### config.mk
export PLATFORM = sky130hd
export DESIGN_NAME = receiver_flat
export DESIGN_NICKNAME = d
export VERILOG_FILES = /design/src/rtl/receiver_pkg.sv /design/src/rtl/receiver_if.sv /design/src/rtl/receiver_fifo.sv /design/src/rtl/receiver.sv /design/src/flat_wrapper.sv
export SDC_FILE = /design/constraint.sdc
export NUM_CORES = 1
export LEC_CHECK = 0
export BUFFER_PORTS_ARGS = -buffer_cell sky130_fd_sc_hd__buf_2
export CORE_AREA = 5 5 212 214
export DETAILED_ROUTE_END_ITERATION = 8
export DIE_AREA = 0 0 217 219
export GPL_TIMING_DRIVEN = 0
export PLACE_DENSITY = 0.77
export SYNTH_ARGS = -nofsm -noshare
export SYNTH_HDL_FRONTEND = slang
export SYNTH_SLANG_ARGS = --single-unit
export TNS_END_PERCENT = 50
### constraint.sdc
create_clock -name clk_i -period 6 [get_ports clk_i]
set_clock_uncertainty 0.15 [all_clocks]
set_input_delay 1.8 -clock clk_i [delete_from_list [all_inputs] [get_ports clk_i]]
set_output_delay 1.8 -clock clk_i [all_outputs]
set_load 0.05 [all_outputs]
### src/rtl/receiver_pkg.sv
// Shared UART receive definitions: clock/FIFO defaults, frame-format codes,
// receiver FSM states and a 2-of-3 vote helper.
package receiver_pkg;

  localparam int SYSTEM_CLOCK_FREQ = 50_000_000;
  localparam int RX_FIFO_DEPTH     = 64;

  localparam logic [1:0] DW_5BIT = 2'd0;
  localparam logic [1:0] DW_6BIT = 2'd1;
  localparam logic [1:0] DW_7BIT = 2'd2;
  localparam logic [1:0] DW_8BIT = 2'd3;

  localparam logic [1:0] SB_1BIT = 2'd0;
  localparam logic [1:0] SB_2BIT = 2'd1;

  typedef enum logic [2:0] {
    IDLE,
    START,
    DATA,
    PARITY,
    STOP,
    WAIT_IDLE
  } receiver_fsm_e;

  function automatic logic majority3(input logic a, input logic b, input logic c);
    return (a & b) | (a & c) | (b & c);
  endfunction

endpackage

### src/rtl/receiver_if.sv
// Receiver-side bus: baud tick, serial line, frame format, FIFO read port and status pulses.
interface receiver_if;
  logic       ov_baud_rt_i;
  logic       rx_i;
  logic       rx_fifo_read_i;
  logic [1:0] data_width_i;
  logic [1:0] stop_bits_number_i;
  logic [1:0] parity_mode_i;
  logic [7:0] rx_data_o;
  logic       rx_done_o;
  logic       parity_err_o;
  logic       frame_err_o;
  logic       overrun_o;
  logic       cfg_req_slv_o;
  logic       rx_fifo_empty_o;
  logic       rx_fifo_full_o;

  modport slave (
    input  ov_baud_rt_i, rx_i, rx_fifo_read_i, data_width_i, stop_bits_number_i, parity_mode_i,
    output rx_data_o, rx_done_o, parity_err_o, frame_err_o, overrun_o, cfg_req_slv_o,
           rx_fifo_empty_o, rx_fifo_full_o
  );

  modport master (
    output ov_baud_rt_i, rx_i, rx_fifo_read_i, data_width_i, stop_bits_number_i, parity_mode_i,
    input  rx_data_o, rx_done_o, parity_err_o, frame_err_o, overrun_o, cfg_req_slv_o,
           rx_fifo_empty_o, rx_fifo_full_o
  );
endinterface

### src/rtl/receiver_fifo.sv
// First-word-fall-through synchronous FIFO holding received characters.
// The head is presented combinationally; an empty FIFO presents zero.
module receiver_fifo #(
  parameter int WIDTH = 8,
  parameter int DEPTH = 64
) (
  input  logic             clk_i,
  input  logic             rst_n_i,
  input  logic             i_push,
  input  logic [WIDTH-1:0] i_data,
  input  logic             i_pop,
  output logic [WIDTH-1:0] o_data,
  output logic             o_empty,
  output logic             o_full
);
  localparam int AW = $clog2(DEPTH);

  logic [WIDTH-1:0] r_mem [DEPTH];
  logic [AW:0]      r_wr_ptr;
  logic [AW:0]      r_rd_ptr;
  logic             w_do_pop;
  logic             w_do_push;

  assign o_empty   = (r_wr_ptr == r_rd_ptr);
  assign o_full    = (r_wr_ptr[AW] != r_rd_ptr[AW]) && (r_wr_ptr[AW-1:0] == r_rd_ptr[AW-1:0]);
  assign w_do_pop  = i_pop & ~o_empty;
  // A pop in the same cycle frees the slot a push into a full FIFO needs.
  assign w_do_push = i_push & (~o_full | w_do_pop);
  assign o_data    = o_empty ? '0 : r_mem[r_rd_ptr[AW-1:0]];

  always_ff @(posedge clk_i or negedge rst_n_i) begin
    if (!rst_n_i) begin
      r_wr_ptr <= '0;
      r_rd_ptr <= '0;
    end else begin
      if (w_do_push) r_wr_ptr <= r_wr_ptr + 1'b1;
      if (w_do_pop)  r_rd_ptr <= r_rd_ptr + 1'b1;
    end
  end

  // NOTE: storage is deliberately left out of reset; the pointers alone define
  // validity, and an empty FIFO forces the head to zero.
  always_ff @(posedge clk_i) begin
    if (w_do_push) r_mem[r_wr_ptr[AW-1:0]] <= i_data;
  end

endmodule

### src/rtl/receiver.sv
// UART receiver: 16x oversampled framing, parity/stop checks, FWFT RX FIFO and
// 10 ms line-low configuration-request detect. Define RX_MAJORITY_VOTE_EN for 2-of-3 bit voting.
module receiver #(
  parameter int RX_FIFO_DEPTH = receiver_pkg::RX_FIFO_DEPTH,
  parameter int COUNT_10MS    = receiver_pkg::SYSTEM_CLOCK_FREQ / 100
) (
  input  logic       clk_i,
  input  logic       rst_n_i,
  receiver_if.slave  bus
);
  import receiver_pkg::*;

  localparam int CW = $clog2(COUNT_10MS + 1);

  receiver_fsm_e r_state, w_state_nxt;

  logic       r_sync1, r_rx_s, r_rx_prev;
  logic [3:0] r_tick_cnt;
  logic [2:0] r_bit_cnt;
  logic       r_stop_cnt;
  logic [7:0] r_data;
  logic [1:0] r_dw, r_sb, r_pm;
  logic       r_par_flag, r_frm_flag;
  logic       r_done, r_par_err, r_frm_err, r_cfg_req;
  logic [CW-1:0] r_low_cnt;

  logic w_fall, w_bit, w_tick, w_dec7, w_dec15, w_full;
  logic w_cnt_clr, w_start, w_shift, w_par_chk, w_stop_smp, w_frame_end;

  assign w_tick  = bus.ov_baud_rt_i;
  assign w_fall  = r_rx_prev & ~r_rx_s;
  assign w_dec7  = w_tick && (r_tick_cnt == 4'd7);
  assign w_dec15 = w_tick && (r_tick_cnt == 4'd15);

  // NOTE: every clocked process uses non-blocking assignments so all registers
  // update together from pre-edge values.
  always_ff @(posedge clk_i or negedge rst_n_i) begin
    if (!rst_n_i) begin
      r_sync1   <= 1'b1;
      r_rx_s    <= 1'b1;
      r_rx_prev <= 1'b1;
    end else begin
      r_sync1   <= bus.rx_i;
      r_rx_s    <= r_sync1;
      r_rx_prev <= r_rx_s;
    end
  end

`ifdef RX_MAJORITY_VOTE_EN
  logic [1:0] r_hist;
  always_ff @(posedge clk_i or negedge rst_n_i) begin
    if (!rst_n_i)    r_hist <= 2'b11;
    else if (w_tick) r_hist <= {r_hist[0], r_rx_s};
  end
  assign w_bit = majority3(r_hist[1], r_hist[0], r_rx_s);
`else
  assign w_bit = r_rx_s;
`endif

  always_ff @(posedge clk_i or negedge rst_n_i) begin
    if (!rst_n_i) r_state <= IDLE;
    else          r_state <= w_state_nxt;
  end

  // NOTE: defaults first so no path through the case leaves a signal unassigned.
  always_comb begin
    w_state_nxt = r_state;
    w_cnt_clr   = 1'b0;
    w_start     = 1'b0;
    w_shift     = 1'b0;
    w_par_chk   = 1'b0;
    w_stop_smp  = 1'b0;
    w_frame_end = 1'b0;
    case (r_state)
      IDLE: if (w_fall) begin
        w_cnt_clr   = 1'b1;
        w_start     = 1'b1;
        w_state_nxt = START;
      end
      START: if (w_dec7) begin
        w_cnt_clr   = 1'b1;
        w_state_nxt = w_bit ? IDLE : DATA;
      end
      DATA: if (w_dec15) begin
        w_shift = 1'b1;
        if (r_bit_cnt == {1'b0, r_dw} + 3'd4) w_state_nxt = r_pm[1] ? STOP : PARITY;
      end
      PARITY: if (w_dec15) begin
        w_par_chk   = 1'b1;
        w_state_nxt = STOP;
      end
      STOP: if (w_dec15) begin
        w_stop_smp = 1'b1;
        if (!(r_sb == SB_2BIT && !r_stop_cnt)) begin
          w_frame_end = 1'b1;
          w_state_nxt = r_rx_s ? IDLE : WAIT_IDLE;
        end
      end
      WAIT_IDLE: if (r_rx_s) w_state_nxt = IDLE;
      default: w_state_nxt = IDLE;
    endcase
  end

  // Tick counter: the edge-detect clear wins over a coincident tick.
  always_ff @(posedge clk_i or negedge rst_n_i) begin
    if (!rst_n_i)       r_tick_cnt <= '0;
    else if (w_cnt_clr) r_tick_cnt <= '0;
    else if (w_tick)    r_tick_cnt <= r_tick_cnt + 4'd1;
  end

  always_ff @(posedge clk_i or negedge rst_n_i) begin
    if (!rst_n_i) begin
      r_data     <= '0;
      r_bit_cnt  <= '0;
      r_stop_cnt <= 1'b0;
      r_dw       <= DW_8BIT;
      r_sb       <= SB_1BIT;
      r_pm       <= 2'b10;
      r_par_flag <= 1'b0;
      r_frm_flag <= 1'b0;
      r_done     <= 1'b0;
      r_par_err  <= 1'b0;
      r_frm_err  <= 1'b0;
    end else begin
      r_done    <= w_frame_end;
      r_par_err <= w_frame_end & r_par_flag;
      r_frm_err <= w_frame_end & (r_frm_flag | ~w_bit);
      if (w_start) begin
        r_data     <= '0;
        r_bit_cnt  <= '0;
        r_stop_cnt <= 1'b0;
        r_par_flag <= 1'b0;
        r_frm_flag <= 1'b0;
        r_dw       <= bus.data_width_i;
        r_sb       <= bus.stop_bits_number_i;
        r_pm       <= bus.parity_mode_i;
      end
      if (w_shift) begin
        r_data[r_bit_cnt] <= w_bit;
        r_bit_cnt         <= r_bit_cnt + 3'd1;
      end
      if (w_par_chk) r_par_flag <= w_bit ^ (^r_data) ^ r_pm[0];
      if (w_stop_smp) begin
        r_stop_cnt <= 1'b1;
        if (!w_bit) r_frm_flag <= 1'b1;
      end
    end
  end

  // Configuration request: consecutive low clocks, one pulse, then saturate until the line rises.
  always_ff @(posedge clk_i or negedge rst_n_i) begin
    if (!rst_n_i) begin
      r_low_cnt <= '0;
      r_cfg_req <= 1'b0;
    end else begin
      r_cfg_req <= ~r_rx_s && (r_low_cnt == CW'(COUNT_10MS - 1));
      if (r_rx_s)                            r_low_cnt <= '0;
      else if (r_low_cnt != CW'(COUNT_10MS)) r_low_cnt <= r_low_cnt + 1'b1;
    end
  end

  receiver_fifo #(
    .WIDTH (8),
    .DEPTH (RX_FIFO_DEPTH)
  ) u_fifo (
    .clk_i   (clk_i),
    .rst_n_i (rst_n_i),
    .i_push  (r_done),
    .i_data  (r_data),
    .i_pop   (bus.rx_fifo_read_i),
    .o_data  (bus.rx_data_o),
    .o_empty (bus.rx_fifo_empty_o),
    .o_full  (w_full)
  );

  assign bus.rx_fifo_full_o = w_full;
  assign bus.rx_done_o      = r_done;
  assign bus.parity_err_o   = r_par_err;
  assign bus.frame_err_o    = r_frm_err;
  assign bus.overrun_o      = r_done & w_full & ~bus.rx_fifo_read_i;
  assign bus.cfg_req_slv_o  = r_cfg_req;

endmodule

### src/flat_wrapper.sv
// flat-port wrapper written by rule: the top's interface ports become plain ports
module receiver_flat import receiver_pkg::*;
#(
  parameter int RX_FIFO_DEPTH = receiver_pkg::RX_FIFO_DEPTH,
  parameter int COUNT_10MS    = receiver_pkg::SYSTEM_CLOCK_FREQ / 100
)
  (clk_i, rst_n_i, bus_ov_baud_rt_i, bus_rx_i, bus_rx_fifo_read_i, bus_data_width_i, bus_stop_bits_number_i, bus_parity_mode_i, bus_rx_data_o, bus_rx_done_o, bus_parity_err_o, bus_frame_err_o, bus_overrun_o, bus_cfg_req_slv_o, bus_rx_fifo_empty_o, bus_rx_fifo_full_o);
  receiver_if bus_i ();
  input  logic clk_i;
  input  logic rst_n_i;
  input wire logic [$bits(bus_i.ov_baud_rt_i)-1:0] bus_ov_baud_rt_i;
  input wire logic [$bits(bus_i.rx_i)-1:0] bus_rx_i;
  input wire logic [$bits(bus_i.rx_fifo_read_i)-1:0] bus_rx_fifo_read_i;
  input wire logic [$bits(bus_i.data_width_i)-1:0] bus_data_width_i;
  input wire logic [$bits(bus_i.stop_bits_number_i)-1:0] bus_stop_bits_number_i;
  input wire logic [$bits(bus_i.parity_mode_i)-1:0] bus_parity_mode_i;
  output wire logic [$bits(bus_i.rx_data_o)-1:0] bus_rx_data_o;
  output wire logic [$bits(bus_i.rx_done_o)-1:0] bus_rx_done_o;
  output wire logic [$bits(bus_i.parity_err_o)-1:0] bus_parity_err_o;
  output wire logic [$bits(bus_i.frame_err_o)-1:0] bus_frame_err_o;
  output wire logic [$bits(bus_i.overrun_o)-1:0] bus_overrun_o;
  output wire logic [$bits(bus_i.cfg_req_slv_o)-1:0] bus_cfg_req_slv_o;
  output wire logic [$bits(bus_i.rx_fifo_empty_o)-1:0] bus_rx_fifo_empty_o;
  output wire logic [$bits(bus_i.rx_fifo_full_o)-1:0] bus_rx_fifo_full_o;
  assign bus_i.ov_baud_rt_i = bus_ov_baud_rt_i;
  assign bus_i.rx_i = bus_rx_i;
  assign bus_i.rx_fifo_read_i = bus_rx_fifo_read_i;
  assign bus_i.data_width_i = bus_data_width_i;
  assign bus_i.stop_bits_number_i = bus_stop_bits_number_i;
  assign bus_i.parity_mode_i = bus_parity_mode_i;
  assign bus_rx_data_o = bus_i.rx_data_o;
  assign bus_rx_done_o = bus_i.rx_done_o;
  assign bus_parity_err_o = bus_i.parity_err_o;
  assign bus_frame_err_o = bus_i.frame_err_o;
  assign bus_overrun_o = bus_i.overrun_o;
  assign bus_cfg_req_slv_o = bus_i.cfg_req_slv_o;
  assign bus_rx_fifo_empty_o = bus_i.rx_fifo_empty_o;
  assign bus_rx_fifo_full_o = bus_i.rx_fifo_full_o;
  receiver #(.RX_FIFO_DEPTH(RX_FIFO_DEPTH), .COUNT_10MS(COUNT_10MS)) u_core (.clk_i(clk_i), .rst_n_i(rst_n_i), .bus(bus_i));
endmodule
# [After elaboration in Yosys (flattened, before gate mapping)]
# Memory sizes are Yosys's and may differ from the RTL's.
# Cells that the tools add are included.
[totals] out_inout_bits=15 register_bits=67 elab_cells=124 memories=1 input_bits=11 ramBits=512
[classes] order_cmp=2 n_eq_ne=22 muxes=43 reduce_logical=15 addsub=6 n_bitwise=15
[memory_table] memory="u_core.u_fifo.r_mem" words=64 width=8 rd=1 rd_clocked_by_memory_dff=0 write_ports=1 line="receiver_fifo.sv:18" source="logic [WIDTH-1:0] r_mem [DEPTH];"
[op_table] operator="$mux 19" n=2
[op_table] operator="$mux 3" n=12
[op_table] operator="$mux 8" n=3
[op_table] operator="$add 19x1->19 const B" n=1
[op_table] operator="$eq 19x19->1 const B" n=1
[op_table] operator="$mux 1" n=19
[op_table] operator="$ne 19x19->1 const B" n=1
[op_table] operator="$pmux 3 s6" n=1
[op_table] operator="$add 7x1->7 const B" n=2
[op_table] operator="$ne 2x1->1 const B" n=7
[op_table] operator="$reduce_bool 2->1" n=5
[op_table] operator="$bwmux 8" n=1
[op_table] operator="$mux 4" n=2
[op_table] operator="$reduce_and 8->1" n=1
[op_table] operator="$reduce_xor 8->1" n=1
[op_table] operator="$and 1x1->1" n=7
[op_table] operator="$eq 7x7->1" n=1
[op_table] operator="$eq 3x2->1 const B" n=2
[op_table] operator="$eq 3x3->1 const B" n=2
[op_table] operator="$eq 6x6->1" n=1
[op_table] operator="$logic_and 1x1->1" n=6
[op_table] operator="$add 4x1->4 const B" n=1
[op_table] operator="$eq 4x3->1 const B" n=1
[op_table] operator="$eq 4x4->1 const B" n=1
[op_table] operator="17 further kinds" n=22

# [Logic depth before layout (Yosys ltp)]
# Gate-level depths: netlist of run 1.
[logic_depth] ltp_word=7 depth_mapped=9 mapped_depth_nobuf=6

# [By module]
# From an unflattened synthesis of run 1, not the netlist that was laid out.
[hier_totals] hier_cells=1279 area_unflattened_um2=23371.2
[modules_own_cells] mod="receiver_fifo" seq_area_each_um2=15725.1 area_per_inst_um2=20763.7 cells_per_inst=1015 instances=1
[modules_own_cells] mod="receiver" seq_area_each_um2=1333.8 area_per_inst_um2=2607.5 cells_per_inst=264 instances=1

# [Worst setup path before layout of run 1]
# No wires, ideal clock.
[synth_path] path_kind="register -> output" from="register u_core.u_fifo.r_wr_ptr[0]" to="output port bus_rx_data_o[6]" required_time_ns=4.050 slack_ns=1.143 path_buffers=2 path_stages_with_launch=8 arrival_ns=2.907 cell_sequence="dfrtp_1 buf_2 xnor2_1 and4_1 buf_2 nand2_1 nand2_1 o41ai_1"
[synth_via] elab_chain_cells=2
[synth_lines] item="start, declared" line="receiver_fifo.sv:19" source="logic [AW:0] r_wr_ptr;"
[synth_lines] item="start signal, assigned" line="receiver_fifo.sv:36" source="if (w_do_push) r_wr_ptr <= r_wr_ptr + 1'b1;"
[synth_lines] item="$eq 7x7->1" line="receiver_fifo.sv:24" source="assign o_empty = (r_wr_ptr == r_rd_ptr);"
[synth_lines] item="$mux 8" line="receiver_fifo.sv:29" source="assign o_data = o_empty ? '0 : r_mem[r_rd_ptr[AW-1:0]];"
[synth_lines] item="end, declared" line="flat_wrapper.sv:17" source="output wire logic [$bits(bus_i.rx_data_o)-1:0] bus_rx_data_o;"
# Every way passes these cells.

# [Final worst setup path of run 1]
[layout_path] from="register u_core.u_fifo.r_rd_ptr[2]" to="output port bus_rx_data_o[6]"
[layout_via] elab_chain_cells=2 elab_cells_between_ends=3 classes_between="eq/ne: 1; mux: 1; memory: 1"
[layout_lines] item="start, declared" line="receiver_fifo.sv:20" source="logic [AW:0] r_rd_ptr;"
[layout_lines] item="start signal, assigned" line="receiver_fifo.sv:37" source="if (w_do_pop) r_rd_ptr <= r_rd_ptr + 1'b1;"
[layout_lines] item="$mem_v2 64x8 or $eq 7x7->1 (tied branches)"
[layout_lines] item="$mux 8 *" line="receiver_fifo.sv:29"
# Every way passes the cells marked *; elsewhere a longest branch is shown, timed or not.

==> results of run 1 <==
==> cell families (layout without fill, tap and decap cells) <==
logic type      after synthesis  count (layout)
compound gates               92              92
xor+xnor                     48              48
fa+ha+maj                     6               6
buf+inv                      80             216
flops                       579             579
mux                         175             175
simple gates                259             259
==> area by class of cell <==
class / instances / area, µm² / area share, %
clock buffer: 72 / 1533 / 5.853
timing repair buffer: 34 / 320.3 / 1.223
inverter: 9 / 33.78 / 0.1290
buffer: 71 / 386.6 / 1.476
multi-input combinational: 580 / 5854 / 22.36
tap: 546 / 683.2 / 2.609
clock inverter: 30 / 305.3 / 1.166
sequential: 579 / 17070 / 65.19
==> where the power goes <==
group,leakage (nW),switching (W),internal [W]
clock network,0.896,0.00145,0.00205
logic,2.19,0.00185,0.00122
registers,5.32,0.0000688,0.00445
total,8.41,0.00336,0.00773
==> cells in the mapped netlist (all sizes together), types with 5 or more instances <==
cell type	n	area, µm²
edfxtp	512	15370
mux4	128	2883
nor2	94	352.8
dfrtp	61	1526
nand2	55	206.5
buf	49	304.0
mux2i	32	320.3
nand3	30	150.1
xnor2	27	236.5
clkbuf	22	82.58
xor2	21	210.2
mux2	15	168.9
o22ai	15	93.84
nor3	14	80.08
o21ai	14	73.82
a21oi	12	60.06
a22oi	9	67.56
inv	9	33.78
nand4	9	62.56
o31ai	8	60.06
nand3b	7	52.55
o221ai	7	61.31
o22a	7	61.31
dfstp	6	157.7
ha	6	75.07
nand2b	5	31.28
nor2b	5	31.28
nor3b	5	37.54
nor4	5	43.79
or3	5	31.28
==> stage by stage <==
stage / std cells / worst slack [ns] / power, W / hold slack, ns / area (µm²)
global route: 1921 / 0.4695 / 0.01150 / 0.2173 / 26190
global placement: 1809 / 0.9170 / 0.007580 / 0.1958 / 24130
CTS: 1919 / 0.6916 / 0.01112 / 0.2140 / 26170
detailed placement: 1817 / 0.8797 / 0.007639 / 0.2050 / 24330
floorplan: 1239 / 1.143 / 0.006758 / 0.1952 / 23330
finish: 1921 / 0.6307 / 0.01109 / 0.2128 / 26190
==> how the worst max path moves through the flow <==
stage / from / endpoint / slack (ns) / cells after the start
2_1_floorplan: u_core.u_fifo.r_wr_ptr[0] / bus_rx_data_o[6] / 1.14 / 7
3_3_place_gp: bus_rx_fifo_read_i / bus_overrun_o / 0.92 / 4
3_5_place_dp: bus_rx_fifo_read_i / bus_overrun_o / 0.88 / 4
4_1_cts: u_core.u_fifo.r_rd_ptr[2] / bus_rx_data_o[6] / 0.69 / 8
5_1_grt: u_core.u_fifo.r_rd_ptr[2] / bus_rx_data_o[6] / 0.47 / 8
6_report: u_core.u_fifo.r_rd_ptr[2] / bus_rx_data_o[6] / 0.63 / 6
==> routing by layer <==
layer  GRT usage (%)  wire length [µm]  vias to the layer above
met5               0                13                        -
met4           6.825              1534                        2
met3           4.745              4288                      100
met2           34.22             24280                      592
met1           30.57             20000                     6261
li1                -                 -                     5160
==> sequential cells by signal, indices dropped and copies added, names as in the netlist <==
| register | count |
|---|---|
| u_core.r_bit_cnt | 3 |
| u_core.bus.rx_done_o | 1 |
| u_core.r_low_cnt | 19 |
| u_core.u_fifo.r_mem | 512 |
| u_core.r_pm | 2 |
| u_core.r_rx_s | 1 |
| u_core.r_sb | 2 |
| u_core.r_tick_cnt | 4 |
| u_core.u_fifo.r_rd_ptr | 7 |
| u_core.u_fifo.r_wr_ptr | 7 |
| u_core.r_state | 3 |
| u_core.bus.cfg_req_slv_o | 1 |
| u_core.r_data | 8 |
| u_core.r_dw | 2 |
| u_core.bus.parity_err_o | 1 |
| u_core.r_stop_cnt | 1 |
| u_core.r_frm_flag | 1 |
| u_core.r_rx_prev | 1 |
| u_core.r_sync1 | 1 |
| u_core.bus.frame_err_o | 1 |
| u_core.r_par_flag | 1 |
==> worst max-delay path: cells and delay by family, from the launching register on <==
family | cells | cell delay [ns]
AO/OA/AOI/OAI | 2 | 0.87
buffers and inverters | 3 | 1.34
flip-flops | 1 | 0.31
AND/OR/NAND/NOR | 1 | 0.31
==> flow_summary.yaml, run 1 <==
yosys:
  asr_flop_ratio_synth_pct: 11.57
  post_synth_inst_count: 1239
  synthesis.area_per_instance_um2: 18.83
  yosys.cell_types.count: 65
  synth_nets: 1256
  synth.yosys.warnings: 0
  post_synth_xor_area_fraction_pct: 1.915
  synth-adder-area-share_pct: 0.3218
  synth.area.mux_share_pct: 14.45
  post_synth_instance_area_um2: 23330
  post_synth_and_or_nand_nor_area_fraction_pct: 5.540
  number_of_enable_flip_flop_cells_after_synthesis: 512
  synth-compound-area-share_pct: 2.843
  ys_ff_latch: 579
  synth-main-ff-cell: "sky130_fd_sc_hd__edfxtp_1"
  yosysSeqAreaShare_pct: 73.12
  combinational_family_with_the_most_area_after_synthesis: "multiplexers"
hold_path:
  timing.hold.worst_endpoint: "u_core.r_rx_s"
  min_path_type: "flip-flop to flip-flop"
  hold_start: "u_core.r_sync1"
  min_path_cells: 0
placed_design:
  io_buf_count: 24
  routabilityCongestion: 0.9725
  dp.final_hpwl_um: 32980
drt:
  drtPass1Iterations: 6
  post_drt_antenna_nets: 0
  routed_wl_um: 50120
  drt-vias-per-instance: 6.307
  detailedRoute.firstIterationViolations: 1416
  dr_total_vias: 12120
  wire_per_inst_um: 26.09
  drc: 0
timing:
  timing.setup.tns_ns: 0
  max_slew.worst_pin.slew_ns: 1.312
  achievable_freq_mhz: 186.2
  layout_worst_path_cycle_share_pct: 89.49
  worst_slew_margin_rel_pct: 11.84
  unrepaired_setup_endpoints_after_global_routing: "false"
  final_period_minus_worst_setup_slack_ns: 5.369
  report.final.slew_viol_count: 0
  final-setup-viol-count: 0
  hold_viol_final: 0
floorplan:
  pin_count: 26
  num_rows: 76
  initial_core_util_pct: 54.64
  die_x_um: 217
  core_region_area_um2: 42700
  fp.dieArea_um2: 47520
  die_h_um: 219
cells_and_area:
  final_cell_mix: "sky130_fd_sc_hd__edfxtp_1 (512), sky130_fd_sc_hd__mux4_2 (128), sky130_fd_sc_hd__nor2_1 (94)"
  insertedDiodeCount: 0
  mostFrequentLayoutCell: "sky130_fd_sc_hd__edfxtp_1"
  drive_above_1_share_pct: 24.58
  fillerInstances: 2879
  area_growth_syn_to_layout_pct: 12.24
  utilization_pct: 61.33
  nNetsFinal: 1347
power:
  ir_drop_mv: 0.3505
  total_leakage_power_nw: 8.412
  power_density_nw_per_um2: 423.6
grt:
  grt.total_usage_pct: 21.58
  grt_max_degree: 68
  number_of_global_route_vias_before_repair: 12620
  grt_first_pass_wirelength_um: 77350
  grt_remaining_overflow: 0
  antenna_found_initial: 1
clock_network:
  insertion_delay_ns: 0.59
  cts_made_buffers: 55
  tritoncts: "yes"
  ctsHtreeMaxLevel: 2
  cts-root-buf: "sky130_fd_sc_hd__clkbuf_16"
  postCtsSetupRepairBufs: 0
  clock_tree.buffer_depth: 3
  cts.reportedPaths.clkPinSlew_ns: 0.06
  cts.hold.buffers_added: 0
  cts_sinks: 579
  post_cts_repair_resize_count: 0
setup_path:
  worstPathCellList: "buf_2, clkbuf_1, nand3b_1, o22ai_1, o41ai_1, buf_2"
  crit_arrival_ns: 3.42
  worst_setup_path_end_kind: "primary output"
  crit_fanout: 10
  reg2reg_end: "u_core.u_fifo.r_mem[44][5]"
  critPathMostFrequentCell: "sky130_fd_sc_hd__buf_2"
  critPathRequiredTime_ns: 4.05
  worst_r2r_startpoint: "u_core.u_fifo.r_wr_ptr[4]"
  crit_type: "flip-flop to primary output"
  rrSetupSlack_ns: 2.78
  critical-path-slowest-cell: "sky130_fd_sc_hd__o41ai_1"
  crit_path_max_incr_delay_ns: 0.75
  launching_element_type_of_the_critical_path: "flip-flop"
  ff2ff_path_depth: 7
job:
  maxCapViolations: 0
status:
  outcome: "completed"
(Power assumes the default switching activity.)
==> run 2, diff against run 1 <==
--- a/config.mk
+++ b/config.mk
@@ -6,12 +6,13 @@
 export NUM_CORES = 1
 export LEC_CHECK = 0
 export BUFFER_PORTS_ARGS = -buffer_cell sky130_fd_sc_hd__buf_2
-export CORE_AREA = 5 5 212 214
+export CORE_AREA = 5 5 213 215
 export DETAILED_ROUTE_END_ITERATION = 8
-export DIE_AREA = 0 0 217 219
+export DIE_AREA = 0 0 218 220
 export GPL_TIMING_DRIVEN = 0
-export PLACE_DENSITY = 0.77
+export PLACE_DENSITY = 0.76
 export SYNTH_ARGS = -nofsm -noshare
 export SYNTH_HDL_FRONTEND = slang
+export SYNTH_HIERARCHICAL = 1
 export SYNTH_SLANG_ARGS = --single-unit
 export TNS_END_PERCENT = 50
==> run 2 against run 1 <==
Compared with the run above:
- sequential share of layout area rose by 0.25 points
- register-to-register slack got worse by 0.43 ns
- cell area fell by 0.38%
- die area rose by 0.92%
- synthesized cell count rose by 3.2%
- sequential power barely moved
- combinational power fell by 12%
- critical endpoint unchanged
==> flow_summary.yaml, run 2 <==
setup_path:
  crit_fanout: 10
  crit_arrival_ns: 3.94
  critPathRequiredTime_ns: 4.05
  worst_setup_path_end_kind: "primary output"
  crit_type: "flip-flop to primary output"
  launching_element_type_of_the_critical_path: "flip-flop"
  rrSetupSlack_ns: 2.35
yosys:
  synthesis.area_per_instance_um2: 18.27
  ys_ff_latch: 579
  netlist.area_leader.share_pct: 65.79
  yosys.cell_types.count: 70
  post_synth_instance_area_um2: 23370
  yosysSeqAreaShare_pct: 72.99
  synth-main-ff-cell: "sky130_fd_sc_hd__edfxtp_1"
  number_of_enable_flip_flop_cells_after_synthesis: 512
  synth_commonest_cells: "sky130_fd_sc_hd__edfxtp_1 (512), sky130_fd_sc_hd__mux4_2 (113), sky130_fd_sc_hd__nor2_1 (107)"
  synth_top_area_cell: "sky130_fd_sc_hd__edfxtp_1"
  post_synth_inst_count: 1279
  synth.area.top_cells: "sky130_fd_sc_hd__edfxtp_1 (66%), sky130_fd_sc_hd__mux4_2 (11%), sky130_fd_sc_hd__dfrtp_1 (6.5%)"
  synth.yosys.warnings: 6
  synth_nets: 1297
  synth.most_common_cell: "sky130_fd_sc_hd__edfxtp_1"
  asr_flop_ratio_synth_pct: 11.57
grt:
  number_of_global_route_vias_before_repair: 12880
  antenna_found_initial: 1
  grt_max_degree: 68
  grt_first_pass_wirelength_um: 82730
  grt.total_usage_pct: 23.48
  grt_remaining_overflow: 0
placed_design:
  routabilityCongestion: 0.9223
  io_buf_count: 24
  dp.final_hpwl_um: 35870
  placed_cell_area_um2: 24400
power:
  power_density_nw_per_um2: 400.3
  p_sw_share_pct: 31.70
  power_frac_clock_pct: 31.2
  power.sequential.fraction_pct: 43.0
  ir_drop_mv: 0.3014
  netSwitchingPower_w: 0.003310
  share_of_power_burned_in_combinational_logic_pct: 25.8
  total_leakage_power_nw: 8.319
  cell_internal_pwr_w: 0.007133
  final_total_power_w: 0.01044
status:
  outcome: "completed"
timing:
  hold_slack_ns: 0.2054
  achievable_freq_mhz: 169.9
  max_slew.worst_pin.slew_ns: 1.129
  report.final.slew_viol_count: 0
  final-setup-viol-count: 0
  final_period_minus_worst_setup_slack_ns: 5.885
  timing.setup.tns_ns: 0
  worst_slew_margin_rel_pct: 24.45
  hold_viol_final: 0
  layout_worst_path_cycle_share_pct: 98.09
  unrepaired_setup_endpoints_after_global_routing: "false"
drt:
  wire_per_inst_um: 27.86
  detailedRoute.firstIterationViolations: 1619
  drc: 0
  dr_total_vias: 12840
  post_drt_antenna_nets: 0
  drt-vias-per-instance: 6.408
  routed_wl_um: 55810
  drtPass1Iterations: 7
clock_network:
  ctsHtreeMaxLevel: 2
  insertion_delay_ns: 0.60
  tritoncts: "yes"
  cts_made_buffers: 55
  cts-root-buf: "sky130_fd_sc_hd__clkbuf_16"
  clock_tree.buffer_depth: 3
  cts.hold.buffers_added: 0
  cts.reportedPaths.clkPinSlew_ns: 0.06
  cts_sinks: 579
floorplan:
  pin_count: 26
  initial_core_util_pct: 53.67
  die_h_um: 220
  core_region_area_um2: 43550
  fp.dieArea_um2: 47960
  num_rows: 77
  die_x_um: 218
cells_and_area:
  seq_area_um2: 17070
  nNetsFinal: 1386
  area_growth_syn_to_layout_pct: 11.61
  final_cell_mix: "sky130_fd_sc_hd__edfxtp_1 (512), sky130_fd_sc_hd__mux4_2 (113), sky130_fd_sc_hd__nor2_1 (107)"
  mostFrequentLayoutCell: "sky130_fd_sc_hd__edfxtp_1"
  utilization_pct: 59.90
  multiInputGateArea_um2: 5876
  design_area_um2: 26090
  max_ffs_per_register: 512
  fillerInstances: 3160
  insertedDiodeCount: 0
  drive_above_1_share_pct: 21.40
hold_path:
  min_path_type: "flip-flop to flip-flop"
job:
  maxCapViolations: 0
-- run 2: cell count changes after synthesis, sizes merged, moves of 6 or more --
cell and change:
a221oi +6, mux4 -15, nor2 +13, nor3 -10
o211ai +10, nand2 +12, o22a -6, a22oi -6
mux2i +17
-- run 2: power by group through the flow --
| stage | sequential, W | clock [W] | combinational (W) |
|---|---|---|---|
| 3_3_place_gp | 0.00457 | 0 | 0.00260 |
| 4_1_cts | 0.00449 | 0.00331 | 0.00264 |
| 2_1_floorplan | 0.00455 | 0 | 0.00178 |
| 6_report | 0.00449 | 0.00326 | 0.00270 |
| 5_1_grt | 0.00450 | 0.00350 | 0.00279 |
| 3_5_place_dp | 0.00457 | 0 | 0.00263 |
-- run 2: final cells by class --
type                       instances  area share [%]
clock buffer                      69           5.478
timing repair buffer              32           1.084
buffer                            64           1.540
multi-input combinational        626           22.52
inverter                          10          0.1439
sequential                       579           65.44
tap                              592           2.840
clock inverter                    31          0.9545
-- run 2: critical path, cell delays in order, from the launching register on --
cell and delay, ns:
sky130_fd_sc_hd__dfrtp_1 0.44, sky130_fd_sc_hd__buf_4 0.33, sky130_fd_sc_hd__buf_6 0.24, sky130_fd_sc_hd__buf_2 0.41, sky130_fd_sc_hd__mux4_2 0.40, sky130_fd_sc_hd__a2111oi_1 0.87, sky130_fd_sc_hd__o32ai_1 0.32, sky130_fd_sc_hd__buf_2 0.31
-- run 2: through the flow --
step           cells  setup WS, ns
2_1_floorplan   1279         1.317
3_3_place_gp    1895        0.7401
3_5_place_dp    1903        0.6927
4_1_cts         2003       0.02448
5_1_grt         2003        0.1309
6_report        2003        0.1148
-- run 2: final timing paths --
kind                       cells after the start                 startpoint                    endpoint
min                                            0             u_core/r_sync1               u_core/r_rx_s
min in group asynchronous                      1                    rst_n_i           u_core/r_state[2]
max in group asynchronous                      1                    rst_n_i            u_core/r_data[3]
max                                            7  u_core/u_fifo/r_rd_ptr[1]            bus_rx_data_o[6]
min reg2reg                                    0             u_core/r_sync1               u_core/r_rx_s
max reg2reg                                    7  u_core/u_fifo/r_rd_ptr[0]  u_core/u_fifo/r_mem[45][2]
-- run 2: timing repair --
action / CTS / global route
resized for setup: 0 / 3
setup endpoints to repair: 0 / 2
setup buffers: 0 / 0
-- run 2: kinds of logic after synthesis --
group	Yosys count	share of synthesized area, %
flip-flops	579	72.99
AND/OR/NAND/NOR	280	5.750
multiplexers	175	13.63
AO/OA/AOI/OAI	116	3.582
buffers and inverters	74	1.874
XOR/XNOR	48	1.799
adder cells (fa/ha/maj)	7	0.3747
-- run 2: metal layers --
layer	vias up	GRT usage [%]	part of all wire, %
li1	5306	-	-
met1	6567	31.45	37
met2	786	37.84	48
met3	174	6.361	11
met4	2	8.039	4.2
met5	-	0	0.022
==> run 3, diff against run 2 <==
==> constraint.sdc (replaced) <==
create_clock -name clk_i -period 6.58 [get_ports clk_i]
set_clock_uncertainty 0.15 [all_clocks]
set_input_delay 1.974 -clock clk_i [delete_from_list [all_inputs] [get_ports clk_i]]
set_output_delay 1.974 -clock clk_i [all_outputs]
set_load 0.05 [all_outputs]
==> run 3 against run 2 <==
Compared with the run above:
- combinational power fell by 9.3%
- via count decreased by 0.37%
- cell count stayed put
- total power is 8.9% lower
- sequential share of layout area about the same
- register-to-register slack improved by 0.57 ns
- critical endpoint unchanged
- largest cell class unchanged
- largest power group unchanged
==> flow_summary.yaml, run 3 (synthesis gave the netlist of run 2 again) <==
clock_network:
  cts_made_buffers: 55
  cts.hold.buffers_added: 0
  cts-root-buf: "sky130_fd_sc_hd__clkbuf_16"
  postCtsSetupRepairBufs: 0
  insertion_delay_ns: 0.60
  cts_sinks: 579
  clock_tree.buffer_depth: 3
  tritoncts: "yes"
  post_cts_repair_resize_count: 0
  ctsHtreeMaxLevel: 2
  cts.reportedPaths.clkPinSlew_ns: 0.06
cells_and_area:
  insertedDiodeCount: 0
  nNetsFinal: 1386
  fillerInstances: 3160
  multiInputGateArea_um2: 5874
  utilization_pct: 59.90
  area_growth_syn_to_layout_pct: 11.60
  seq_area_um2: 17070
  final_cell_mix: "sky130_fd_sc_hd__edfxtp_1 (512), sky130_fd_sc_hd__mux4_2 (113), sky130_fd_sc_hd__nor2_1 (107)"
  drive_above_1_share_pct: 21.33
  mostFrequentLayoutCell: "sky130_fd_sc_hd__edfxtp_1"
  design_area_um2: 26080
  max_ffs_per_register: 512
setup_path:
  worst_setup_path_end_kind: "primary output"
  crit_fanout: 10
  crit_arrival_ns: 4.14
  critPathRequiredTime_ns: 4.46
  worst_r2r_startpoint: "u_core/u_fifo/r_rd_ptr[0]"
  launching_element_type_of_the_critical_path: "flip-flop"
  crit_type: "flip-flop to primary output"
  worst_setup_path_startpoint: "u_core/u_fifo/r_rd_ptr[1]"
drt:
  drc: 0
  wire_per_inst_um: 27.83
  post_drt_antenna_nets: 0
  drtPass1Iterations: 5
  routed_wl_um: 55740
  detailedRoute.firstIterationViolations: 1612
  dr_total_vias: 12790
  drt-vias-per-instance: 6.384
status:
  outcome: "completed"
power:
  total_leakage_power_nw: 8.316
  power_density_nw_per_um2: 364.8
  ir_drop_mv: 0.2749
hold_path:
  min_path_type: "flip-flop to flip-flop"
  hold_start: "u_core/r_sync1"
placed_design:
  placed_cell_area_um2: 24400
  io_buf_count: 24
  dp.final_hpwl_um: 35870
  setup_slack_placement_ns: 1.099
  routabilityCongestion: 0.9223
timing:
  hold_viol_final: 0
  timing.setup.tns_ns: 0
  layout_worst_path_cycle_share_pct: 95.14
  setup_slack_of_the_critical_path_after_layout_ns: 0.3196
  worst_slew_margin_rel_pct: 22.65
  final-setup-viol-count: 0
  unrepaired_setup_endpoints_after_global_routing: "false"
  final_period_minus_worst_setup_slack_ns: 6.260
  achievable_freq_mhz: 159.7
  max_slew.worst_pin.slew_ns: 1.131
  report.final.slew_viol_count: 0
floorplan:
  num_rows: 77
  pin_count: 26
  core_region_area_um2: 43550
  fp.dieArea_um2: 47960
  initial_core_util_pct: 53.67
  die_h_um: 220
  die_x_um: 218
grt:
  number_of_global_route_vias_before_repair: 12880
  grt_max_degree: 68
  grt_first_pass_wirelength_um: 82730
  grt.total_usage_pct: 23.48
  grt_remaining_overflow: 0
  antenna_found_initial: 1
job:
  maxCapViolations: 0
-- run 3: cell counts in the layout (fill, tap and decap cells not counted) --
No cell type changed its count.
-- run 3: worst paths after layout --
path | slack [ns] | end | depth (start not counted)
min reg2reg | 0.21 | u_core/r_rx_s | 0
min | 0.21 | u_core/r_rx_s | 0
max | 0.32 | bus_rx_data_o[6] | 9
max in group asynchronous | 4.31 | u_core/r_data[3] | 1
max reg2reg | 2.92 | u_core/u_fifo/r_mem[45][2] | 7
min in group asynchronous | 1.37 | u_core/r_state[2] | 1
-- run 3: worst max-delay path: stages, from the launching register on --
cell and delay [ns]:
sky130_fd_sc_hd__dfrtp_1 0.44, sky130_fd_sc_hd__buf_6 0.23, sky130_fd_sc_hd__buf_6 0.23, sky130_fd_sc_hd__buf_4 0.30
sky130_fd_sc_hd__mux4_2 0.35, sky130_fd_sc_hd__mux2i_1 0.23, sky130_fd_sc_hd__nor2_1 0.09, sky130_fd_sc_hd__a2111oi_0 0.97
sky130_fd_sc_hd__o32ai_1 0.35, sky130_fd_sc_hd__buf_2 0.33
-- run 3: power breakdown --
group	internal [W]	switching (W)	total (W)	leakage, nW
sequential	0.00402	0.0000707	0.00409	5.33
combinational	0.000821	0.00163	0.00245	2.18
clock	0.00166	0.00131	0.00297	0.806
total	0.00650	0.00301	0.00952	8.32
-- run 3: stage by stage --
step | hold slack [ns] | std cells | total power, W
2_1_floorplan | 0.1952 | 1279 | 0.005772
3_3_place_gp | 0.1965 | 1895 | 0.006539
3_5_place_dp | 0.1979 | 1903 | 0.006565
4_1_cts | 0.2072 | 2003 | 0.009519
5_1_grt | 0.2124 | 2003 | 0.009833
6_report | 0.2054 | 2003 | 0.009515
-- run 3: final cells by class --
cell class | instances | share of cell area, %
clock inverters | 31 | 0.9546
clock buffers | 69 | 5.478
multi-input cells | 626 | 22.52
inverters | 10 | 0.1439
well taps | 592 | 2.840
plain buffers | 64 | 1.535
repair buffers | 32 | 1.084
flip-flops and latches | 579 | 65.44
-- run 3: routing by layer --
layer  global-route usage [%]  vias up  share of wire [%]
li1                         -     5302                  -
met1                    31.45     6550                 37
met2                    37.84      754                 48
met3                    6.361      179                 11
met4                    8.039        2                4.2
met5                        0        -              0.022
